===== src/rtl/mc_ctrl_if.sv =====
// Control bundle between the multi-cycle sequencer (master) and the datapath/memories (slave).
interface mc_ctrl_if #(
    parameter int unsigned RETIRE_CNT_W = 32
);
    logic [5:0]              opcode;
    logic [5:0]              funcode;
    logic                    alu_zero;
    logic                    imem_ready;
    logic                    dmem_ready;
    logic                    imem_req;
    logic                    ir_we;
    logic                    pc_we;
    logic [1:0]              pc_src;
    logic                    dmem_req;
    logic                    dmem_we;
    logic                    rf_we;
    logic                    rf_dst_sel;
    logic                    rf_wdata_sel;
    logic                    alu_src_b;
    logic                    ext_sel;
    logic [2:0]              alu_op;
    logic                    illegal;
    logic                    retire;
    logic [RETIRE_CNT_W-1:0] retire_cnt;
    logic [3:0]              state_dbg;

    modport master (
        input  opcode, funcode, alu_zero, imem_ready, dmem_ready,
        output imem_req, ir_we, pc_we, pc_src, dmem_req, dmem_we,
               rf_we, rf_dst_sel, rf_wdata_sel, alu_src_b, ext_sel, alu_op,
               illegal, retire, retire_cnt, state_dbg
    );

    modport slave (
        output opcode, funcode, alu_zero, imem_ready, dmem_ready,
        input  imem_req, ir_we, pc_we, pc_src, dmem_req, dmem_we,
               rf_we, rf_dst_sel, rf_wdata_sel, alu_src_b, ext_sel, alu_op,
               illegal, retire, retire_cnt, state_dbg
    );
endinterface


===== src/rtl/mc_ctrl_fsm.sv =====
// Multi-cycle control sequencer for the MIPS-subset core: fetch/decode/execute/mem/writeback,
// illegal-instruction trap and retired-instruction counter.
module mc_ctrl_fsm #(
    parameter bit          ILLEGAL_HALT = 1'b1,
    parameter int unsigned RETIRE_CNT_W = 32
) (
    input  logic      clk,
    input  logic      rst,
    mc_ctrl_if.master bus
);
    typedef enum logic [3:0] {
        FETCH    = 4'd0,
        DECODE   = 4'd1,
        EXEC_R   = 4'd2,
        EXEC_I   = 4'd3,
        MEM_ADDR = 4'd4,
        MEM_RD   = 4'd5,
        MEM_WR   = 4'd6,
        WB_R     = 4'd7,
        WB_I     = 4'd8,
        WB_MEM   = 4'd9,
        BRANCH   = 4'd10,
        JUMP     = 4'd11,
        TRAP     = 4'd12
    } state_t;

    typedef enum logic [2:0] {
        ALU_ADD = 3'd0,
        ALU_SUB = 3'd1,
        ALU_AND = 3'd2,
        ALU_OR  = 3'd3,
        ALU_SLT = 3'd4,
        ALU_LUI = 3'd5
    } alu_op_t;

    localparam logic [5:0] OP_RTYPE = 6'h00;
    localparam logic [5:0] OP_J     = 6'h02;
    localparam logic [5:0] OP_BEQ   = 6'h04;
    localparam logic [5:0] OP_ADDI  = 6'h08;
    localparam logic [5:0] OP_ORI   = 6'h0D;
    localparam logic [5:0] OP_LUI   = 6'h0F;
    localparam logic [5:0] OP_LW    = 6'h23;
    localparam logic [5:0] OP_SW    = 6'h2B;

    localparam logic [5:0] FN_ADD = 6'h20;
    localparam logic [5:0] FN_SUB = 6'h22;
    localparam logic [5:0] FN_AND = 6'h24;
    localparam logic [5:0] FN_OR  = 6'h25;
    localparam logic [5:0] FN_SLT = 6'h2A;

    state_t                  state;
    state_t                  dec_next;
    logic                    dec_illegal;
    logic [RETIRE_CNT_W-1:0] cnt;

    logic    r_legal;
    alu_op_t r_op;
    alu_op_t i_op;
    logic    i_ext;

    logic    imem_req, ir_we, pc_we, dmem_req, dmem_we;
    logic    rf_we, rf_dst_sel, rf_wdata_sel, alu_src_b, ext_sel;
    logic    illegal, retire;
    logic [1:0] pc_src;
    alu_op_t aop;

    always_comb begin
        r_legal = 1'b1;
        r_op    = ALU_ADD;
        case (bus.funcode)
            FN_ADD:  r_op = ALU_ADD;
            FN_SUB:  r_op = ALU_SUB;
            FN_AND:  r_op = ALU_AND;
            FN_OR:   r_op = ALU_OR;
            FN_SLT:  r_op = ALU_SLT;
            default: r_legal = 1'b0;
        endcase
    end

    always_comb begin
        i_op  = ALU_ADD;
        i_ext = 1'b0;
        case (bus.opcode)
            OP_ADDI: begin
                i_op  = ALU_ADD;
                i_ext = 1'b1;
            end
            OP_ORI:  i_op = ALU_OR;
            OP_LUI:  i_op = ALU_LUI;
            default: ;
        endcase
    end

    always_comb begin
        dec_next    = ILLEGAL_HALT ? TRAP : FETCH;
        dec_illegal = 1'b1;
        case (bus.opcode)
            OP_RTYPE: begin
                if (r_legal) begin
                    dec_next    = EXEC_R;
                    dec_illegal = 1'b0;
                end
            end
            OP_ADDI, OP_ORI, OP_LUI: begin
                dec_next    = EXEC_I;
                dec_illegal = 1'b0;
            end
            OP_LW, OP_SW: begin
                dec_next    = MEM_ADDR;
                dec_illegal = 1'b0;
            end
            OP_BEQ: begin
                dec_next    = BRANCH;
                dec_illegal = 1'b0;
            end
            OP_J: begin
                dec_next    = JUMP;
                dec_illegal = 1'b0;
            end
            default: ;
        endcase
    end

    // Outputs decode from state but are forced low while rst is sampled, so a
    // coincident ready strobe never produces an enable.
    always_comb begin
        imem_req     = 1'b0;
        ir_we        = 1'b0;
        pc_we        = 1'b0;
        pc_src       = 2'd0;
        dmem_req     = 1'b0;
        dmem_we      = 1'b0;
        rf_we        = 1'b0;
        rf_dst_sel   = 1'b0;
        rf_wdata_sel = 1'b0;
        alu_src_b    = 1'b0;
        ext_sel      = 1'b0;
        aop          = ALU_ADD;
        illegal      = 1'b0;
        retire       = 1'b0;
        if (!rst) begin
            case (state)
                FETCH: begin
                    imem_req = 1'b1;
                    ir_we    = bus.imem_ready;
                    pc_we    = bus.imem_ready;
                end
                DECODE: retire = dec_illegal && !ILLEGAL_HALT;
                EXEC_R: aop = r_op;
                WB_R: begin
                    aop        = r_op;
                    rf_dst_sel = 1'b1;
                    rf_we      = 1'b1;
                    retire     = 1'b1;
                end
                EXEC_I: begin
                    alu_src_b = 1'b1;
                    ext_sel   = i_ext;
                    aop       = i_op;
                end
                WB_I: begin
                    alu_src_b = 1'b1;
                    ext_sel   = i_ext;
                    aop       = i_op;
                    rf_we     = 1'b1;
                    retire    = 1'b1;
                end
                MEM_ADDR: begin
                    alu_src_b = 1'b1;
                    ext_sel   = 1'b1;
                end
                MEM_RD: begin
                    alu_src_b = 1'b1;
                    ext_sel   = 1'b1;
                    dmem_req  = 1'b1;
                end
                MEM_WR: begin
                    alu_src_b = 1'b1;
                    ext_sel   = 1'b1;
                    dmem_req  = 1'b1;
                    dmem_we   = 1'b1;
                    retire    = bus.dmem_ready;
                end
                WB_MEM: begin
                    rf_wdata_sel = 1'b1;
                    rf_we        = 1'b1;
                    retire       = 1'b1;
                end
                BRANCH: begin
                    aop    = ALU_SUB;
                    pc_src = 2'd1;
                    pc_we  = bus.alu_zero;
                    retire = 1'b1;
                end
                JUMP: begin
                    pc_src = 2'd2;
                    pc_we  = 1'b1;
                    retire = 1'b1;
                end
                TRAP:    illegal = 1'b1;
                default: ;
            endcase
        end
    end

    always_ff @(posedge clk) begin
        if (rst) begin
            state <= FETCH;
            cnt   <= '0;
        end else begin
            if (retire) begin
                cnt <= cnt + RETIRE_CNT_W'(1);
            end
            case (state)
                FETCH:    if (bus.imem_ready) state <= DECODE;
                DECODE:   state <= dec_next;
                EXEC_R:   state <= WB_R;
                EXEC_I:   state <= WB_I;
                MEM_ADDR: state <= (bus.opcode == OP_LW) ? MEM_RD : MEM_WR;
                MEM_RD:   if (bus.dmem_ready) state <= WB_MEM;
                MEM_WR:   if (bus.dmem_ready) state <= FETCH;
                WB_R, WB_I, WB_MEM, BRANCH, JUMP: state <= FETCH;
                TRAP:     state <= TRAP;
                default:  state <= FETCH;
            endcase
        end
    end

    assign bus.imem_req     = imem_req;
    assign bus.ir_we        = ir_we;
    assign bus.pc_we        = pc_we;
    assign bus.pc_src       = pc_src;
    assign bus.dmem_req     = dmem_req;
    assign bus.dmem_we      = dmem_we;
    assign bus.rf_we        = rf_we;
    assign bus.rf_dst_sel   = rf_dst_sel;
    assign bus.rf_wdata_sel = rf_wdata_sel;
    assign bus.alu_src_b    = alu_src_b;
    assign bus.ext_sel      = ext_sel;
    assign bus.alu_op       = aop;
    assign bus.illegal      = illegal;
    assign bus.retire       = retire;
    assign bus.retire_cnt   = rst ? '0 : cnt;
    assign bus.state_dbg    = rst ? 4'd0 : state;
endmodule


===== src/flat_wrapper.sv =====
// flat-port wrapper written by rule: the top's interface ports become plain ports
module mc_ctrl_fsm_flat 
#(
    parameter bit          ILLEGAL_HALT = 1'b1,
    parameter int unsigned RETIRE_CNT_W = 32
)
  (clk, rst, bus_opcode, bus_funcode, bus_alu_zero, bus_imem_ready, bus_dmem_ready, bus_imem_req, bus_ir_we, bus_pc_we, bus_pc_src, bus_dmem_req, bus_dmem_we, bus_rf_we, bus_rf_dst_sel, bus_rf_wdata_sel, bus_alu_src_b, bus_ext_sel, bus_alu_op, bus_illegal, bus_retire, bus_retire_cnt, bus_state_dbg);
  mc_ctrl_if #(.RETIRE_CNT_W(RETIRE_CNT_W)) bus_i ();
  input  logic clk;
  input  logic rst;
  input wire logic [$bits(bus_i.opcode)-1:0] bus_opcode;
  input wire logic [$bits(bus_i.funcode)-1:0] bus_funcode;
  input wire logic [$bits(bus_i.alu_zero)-1:0] bus_alu_zero;
  input wire logic [$bits(bus_i.imem_ready)-1:0] bus_imem_ready;
  input wire logic [$bits(bus_i.dmem_ready)-1:0] bus_dmem_ready;
  output wire logic [$bits(bus_i.imem_req)-1:0] bus_imem_req;
  output wire logic [$bits(bus_i.ir_we)-1:0] bus_ir_we;
  output wire logic [$bits(bus_i.pc_we)-1:0] bus_pc_we;
  output wire logic [$bits(bus_i.pc_src)-1:0] bus_pc_src;
  output wire logic [$bits(bus_i.dmem_req)-1:0] bus_dmem_req;
  output wire logic [$bits(bus_i.dmem_we)-1:0] bus_dmem_we;
  output wire logic [$bits(bus_i.rf_we)-1:0] bus_rf_we;
  output wire logic [$bits(bus_i.rf_dst_sel)-1:0] bus_rf_dst_sel;
  output wire logic [$bits(bus_i.rf_wdata_sel)-1:0] bus_rf_wdata_sel;
  output wire logic [$bits(bus_i.alu_src_b)-1:0] bus_alu_src_b;
  output wire logic [$bits(bus_i.ext_sel)-1:0] bus_ext_sel;
  output wire logic [$bits(bus_i.alu_op)-1:0] bus_alu_op;
  output wire logic [$bits(bus_i.illegal)-1:0] bus_illegal;
  output wire logic [$bits(bus_i.retire)-1:0] bus_retire;
  output wire logic [$bits(bus_i.retire_cnt)-1:0] bus_retire_cnt;
  output wire logic [$bits(bus_i.state_dbg)-1:0] bus_state_dbg;
  assign bus_i.opcode = bus_opcode;
  assign bus_i.funcode = bus_funcode;
  assign bus_i.alu_zero = bus_alu_zero;
  assign bus_i.imem_ready = bus_imem_ready;
  assign bus_i.dmem_ready = bus_dmem_ready;
  assign bus_imem_req = bus_i.imem_req;
  assign bus_ir_we = bus_i.ir_we;
  assign bus_pc_we = bus_i.pc_we;
  assign bus_pc_src = bus_i.pc_src;
  assign bus_dmem_req = bus_i.dmem_req;
  assign bus_dmem_we = bus_i.dmem_we;
  assign bus_rf_we = bus_i.rf_we;
  assign bus_rf_dst_sel = bus_i.rf_dst_sel;
  assign bus_rf_wdata_sel = bus_i.rf_wdata_sel;
  assign bus_alu_src_b = bus_i.alu_src_b;
  assign bus_ext_sel = bus_i.ext_sel;
  assign bus_alu_op = bus_i.alu_op;
  assign bus_illegal = bus_i.illegal;
  assign bus_retire = bus_i.retire;
  assign bus_retire_cnt = bus_i.retire_cnt;
  assign bus_state_dbg = bus_i.state_dbg;
  mc_ctrl_fsm #(.ILLEGAL_HALT(ILLEGAL_HALT), .RETIRE_CNT_W(RETIRE_CNT_W)) u_core (.clk(clk), .rst(rst), .bus(bus_i));
endmodule

===== config.mk =====
export PLATFORM = sky130hd
export DESIGN_NAME = mc_ctrl_fsm_flat
export DESIGN_NICKNAME = d
export VERILOG_FILES = /design/src/rtl/mc_ctrl_if.sv /design/src/rtl/mc_ctrl_fsm.sv /design/src/flat_wrapper.sv
export SDC_FILE = /design/constraint.sdc
export NUM_CORES = 1
export LEC_CHECK = 0
export BUFFER_PORTS_ARGS = -buffer_cell sky130_fd_sc_hd__buf_4
export CAP_MARGIN = 10
export CORE_MARGIN = 2
export CORE_UTILIZATION = 42
export CTS_BUF_LIST = sky130_fd_sc_hd__clkbuf_4 sky130_fd_sc_hd__clkbuf_8
export DETAILED_ROUTE_END_ITERATION = 16
export GPL_TIMING_DRIVEN = 0
export PLACE_DENSITY = 0.78
export SLEW_MARGIN = 20
export SYNTH_ARGS = -nofsm -noshare
export SYNTH_HDL_FRONTEND = slang
export SYNTH_SLANG_ARGS = --single-unit

===== constraint.sdc =====
create_clock -name clk -period 4 [get_ports clk]
set_clock_uncertainty 0.1 [all_clocks]
set_input_delay 0.8 -clock clk [delete_from_list [all_inputs] [get_ports clk]]
set_output_delay 0.8 -clock clk [all_outputs]
set_load 0.01 [all_outputs]

==> out/results.tsv <==
stage	metric	value	unit
sta	finalCritPeriodShare	0.775	
yosys	ys_top_cells_by_area	dfxtp_1 (27%), nor2b_1 (8.0%), nor2_1 (7.5%)	
critical_path	worstPathCellList	buf_4, clkbuf_1, clkbuf_1, nor3_1, buf_4	
critical_path	critPathRequiredTime	3.10	ns
yosys	synth_cell_types	53	
clock_tree	tritoncts	built	
clock_tree	cts.sinks	36	
routing	drc	0	
sta	hold_viol_final	0	
routing	dr.pass1.iters	5	
power	switching_power	0.445	mW
clock_tree	holdBufCountCts	0	
sta	slew_headroom	0.629	
power	clkPwrFrac	0.231	
clock_tree	cts_resized	0	
sta	rsz0062_at_grt	no	
global_routing	track_usage	0.204	
finish	final_common_cell	buf_4	
power	pwr-share-seq	0.348	
power	ir_worst_vdd	341	µV
floorplan	initial_utilization	0.428	
yosys	synth_edf_count	0	
outcome	status	finished clean	
critical_path	path_class	in -> out	
sta	fmax	323	MHz
critical_path	cp-end-kind	primary output	
global_routing	grt_antenna_before_repair	0	
yosys	synthArstFlopShare	0	
global_routing	grt_pass1_vias	2640	
sta	worstMarginPinSlew	0.557	ns
critical_path	path_max_fanout	10	
place	place_area	3260	µm²
finish	mostFrequentLayoutCells	buf_4 (67), nor2_1 (53), dfxtp_1 (36)	
power	powerDensity	335	nW/µm²
yosys	synth_top_area_cell	dfxtp_1	
finish	final_layout_size_suffix_gt1_frac	0.233	
yosys	synthCells	359	
sta	slew_violations	0	
yosys	yosysTopAreaCellShare	0.270	
global_routing	grt_pass1_wl	11900	µm
power	switching_share	0.397	
place	dpl.cell_count	502	
routing	wire_per_inst	14.3	µm
critical_path	cp_top_family	buffers and inverters	
floorplan	fp.dieW	83.7	µm
yosys	synth_area_per_cell	7.44	µm²
sta	setup_violations	0	
yosys	syn_nets	377	
floorplan	die_h	83.7	µm
clock_tree	clk_latency	0.30	ns
sta	holdWs	0.385	ns
floorplan	rows	29	
clock_tree	clock_tree.buffer_depth	2	
sta	min_period	3.10	ns
routing	ant_nets	0	
yosys	yosysWarnings	0	
floorplan	io_pins	70	
power	comb_power_share	0.422	
critical_path	start_kind	input port	
clock_tree	clockRootBuffer	clkbuf_8	
yosys	ys_ff_latch	36	
routing	routed-via-count	2833	
finish	instances_no_fill	510	
place	dp_hpwl	5400	µm
run	maxCapViolations	0	
finish	n_antenna_cell	0	
sta	finalSetupTns	0	ns
critical_path	arrival	2.20	ns
critical_path	critPathSlowestCell	clkbuf_1	
global_routing	overflow	0	
routing	drt_wl_total	7300	µm
critical_path	path_buf_inv	4	
global_routing	grt_max_degree	13	
routing	first_iter_violations	144	
floorplan	die_area	7010	µm²
critical_path	critPathMaxStageDelay	0.50	ns
finish	area_growth	25.4	%
worst_hold_path	hp-class	reg -> reg	
clock_tree	cts.htree.levels	2	
power	intPower	0.676	mW
place	gp_congestion	0.885	
clock_tree	clkTransAtPathRegs	0.07	ns
power	power_leakage	1.31	nW
routing	viasPerCell	5.55	
clock_tree	cts_inserted_buffers	5	
yosys	yosysSeqAreaShare	0.270	
yosys	synthFlopType	dfxtp_1	
place	port_buffers	66	
yosys	syn_area	2670	µm²
finish	fillers	601	
finish	stdcell_area	3350	µm²
clock_tree	cts_setup_buffers	0	
finish	final_nets	450	
floorplan	core_area	6240	µm²
-- routing by layer --
metal,track usage,part of all wire,routed length [µm]
met5,0,0,0
met4,0.0718,0.018,132
met3,0.0336,0.055,404
met2,0.339,0.47,3410
met1,0.266,0.46,3340
-- through the flow --
| stage | setup slack [ns] | power (mW) | util |
|---|---|---|---|
| finish | 0.901 | 1.12 | 0.537 |
| global route | 0.825 | 1.18 | 0.537 |
| CTS | 0.933 | 1.11 | 0.537 |
| detailed placement | 0.932 | 0.856 | 0.523 |
| global placement | 0.977 | 0.851 | 0.523 |
| floorplan | 1.26 | 0.710 | - |
-- worst register-to-register path, stage by stage, from the launching register on --
cell and delay [ns]:
dfxtp_1 0.30, buf_2 0.18, o211a_1 0.30, a32oi_2 0.41, buf_2 0.33, nor3_1 0.09, xnor2_1 0.15, nor2_1 0.05
-- kinds of logic after synthesis --
logic type	after synthesis	synth area share
compound gates	56	0.140
xor+xnor	23	0.0754
buf+inv	43	0.0726
mux	4	0.0164
flops	36	0.270
simple gates	196	0.421
fa+ha+maj	1	0.00469
-- power groups by stage --
| stage | Combinational (mW) | Clock [mW] | Sequential (mW) |
|---|---|---|---|
| 2_1_floorplan | 0.316 | 0 | 0.394 |
| 3_3_place_gp | 0.453 | 0 | 0.397 |
| 3_5_place_dp | 0.458 | 0 | 0.398 |
| 4_1_cts | 0.460 | 0.262 | 0.389 |
| 5_1_grt | 0.515 | 0.275 | 0.392 |
| 6_report | 0.473 | 0.259 | 0.390 |
-- worst paths after layout --
check             slack (ns)              to  cells past startpoint            start
hold / removal          0.38   u_core.cnt[9]                      2    u_core.cnt[9]
setup reg to reg        1.98  u_core.cnt[13]                      7  u_core.state[0]
setup / recovery        0.90     bus_ext_sel                      5              rst
hold reg to reg         0.38   u_core.cnt[9]                      2    u_core.cnt[9]
-- Yosys cell counts, types with 2 or more instances --
| library cell | number |
|---|---|
| and2_1 | 3 |
| o21ai_0 | 11 |
| o31ai_1 | 4 |
| or3_1 | 6 |
| nand2b_1 | 3 |
| xnor2_1 | 22 |
| mux2_2 | 3 |
| nor4_4 | 2 |
| inv_1 | 16 |
| buf_2 | 4 |
| dfxtp_1 | 36 |
| nor4_1 | 11 |
| nor2_1 | 53 |
| and4_1 | 4 |
| clkbuf_1 | 16 |
| and4b_1 | 2 |
| a31oi_1 | 3 |
| o22ai_1 | 3 |
| nand2_1 | 21 |
| buf_6 | 3 |
| nor4_2 | 5 |
| nor2b_1 | 34 |
| a21oi_1 | 22 |
| nand3_1 | 13 |
| nor3_1 | 15 |
| a32oi_1 | 2 |
| buf_1 | 2 |
| nor3b_1 | 4 |
| and3_1 | 8 |
| nand4_1 | 5 |
-- registers in the layout, indices dropped and copies added (netlist names) --
register      cells
u_core.cnt       32
u_core.state      4
-- area by class of cell --
cell class	instances	area [µm²]	share of cell area
inverters	16	60.1	0.0179
repair buffers	66	495	0.148
well taps	77	96.3	0.0288
plain buffers	27	134	0.0400
flip-flops and latches	36	721	0.215
clock buffers	5	68.8	0.0205
multi-input cells	280	1760	0.524
clock inverters	3	18.8	0.00560
No activity file was read; power rests on OpenSTA's default activity.
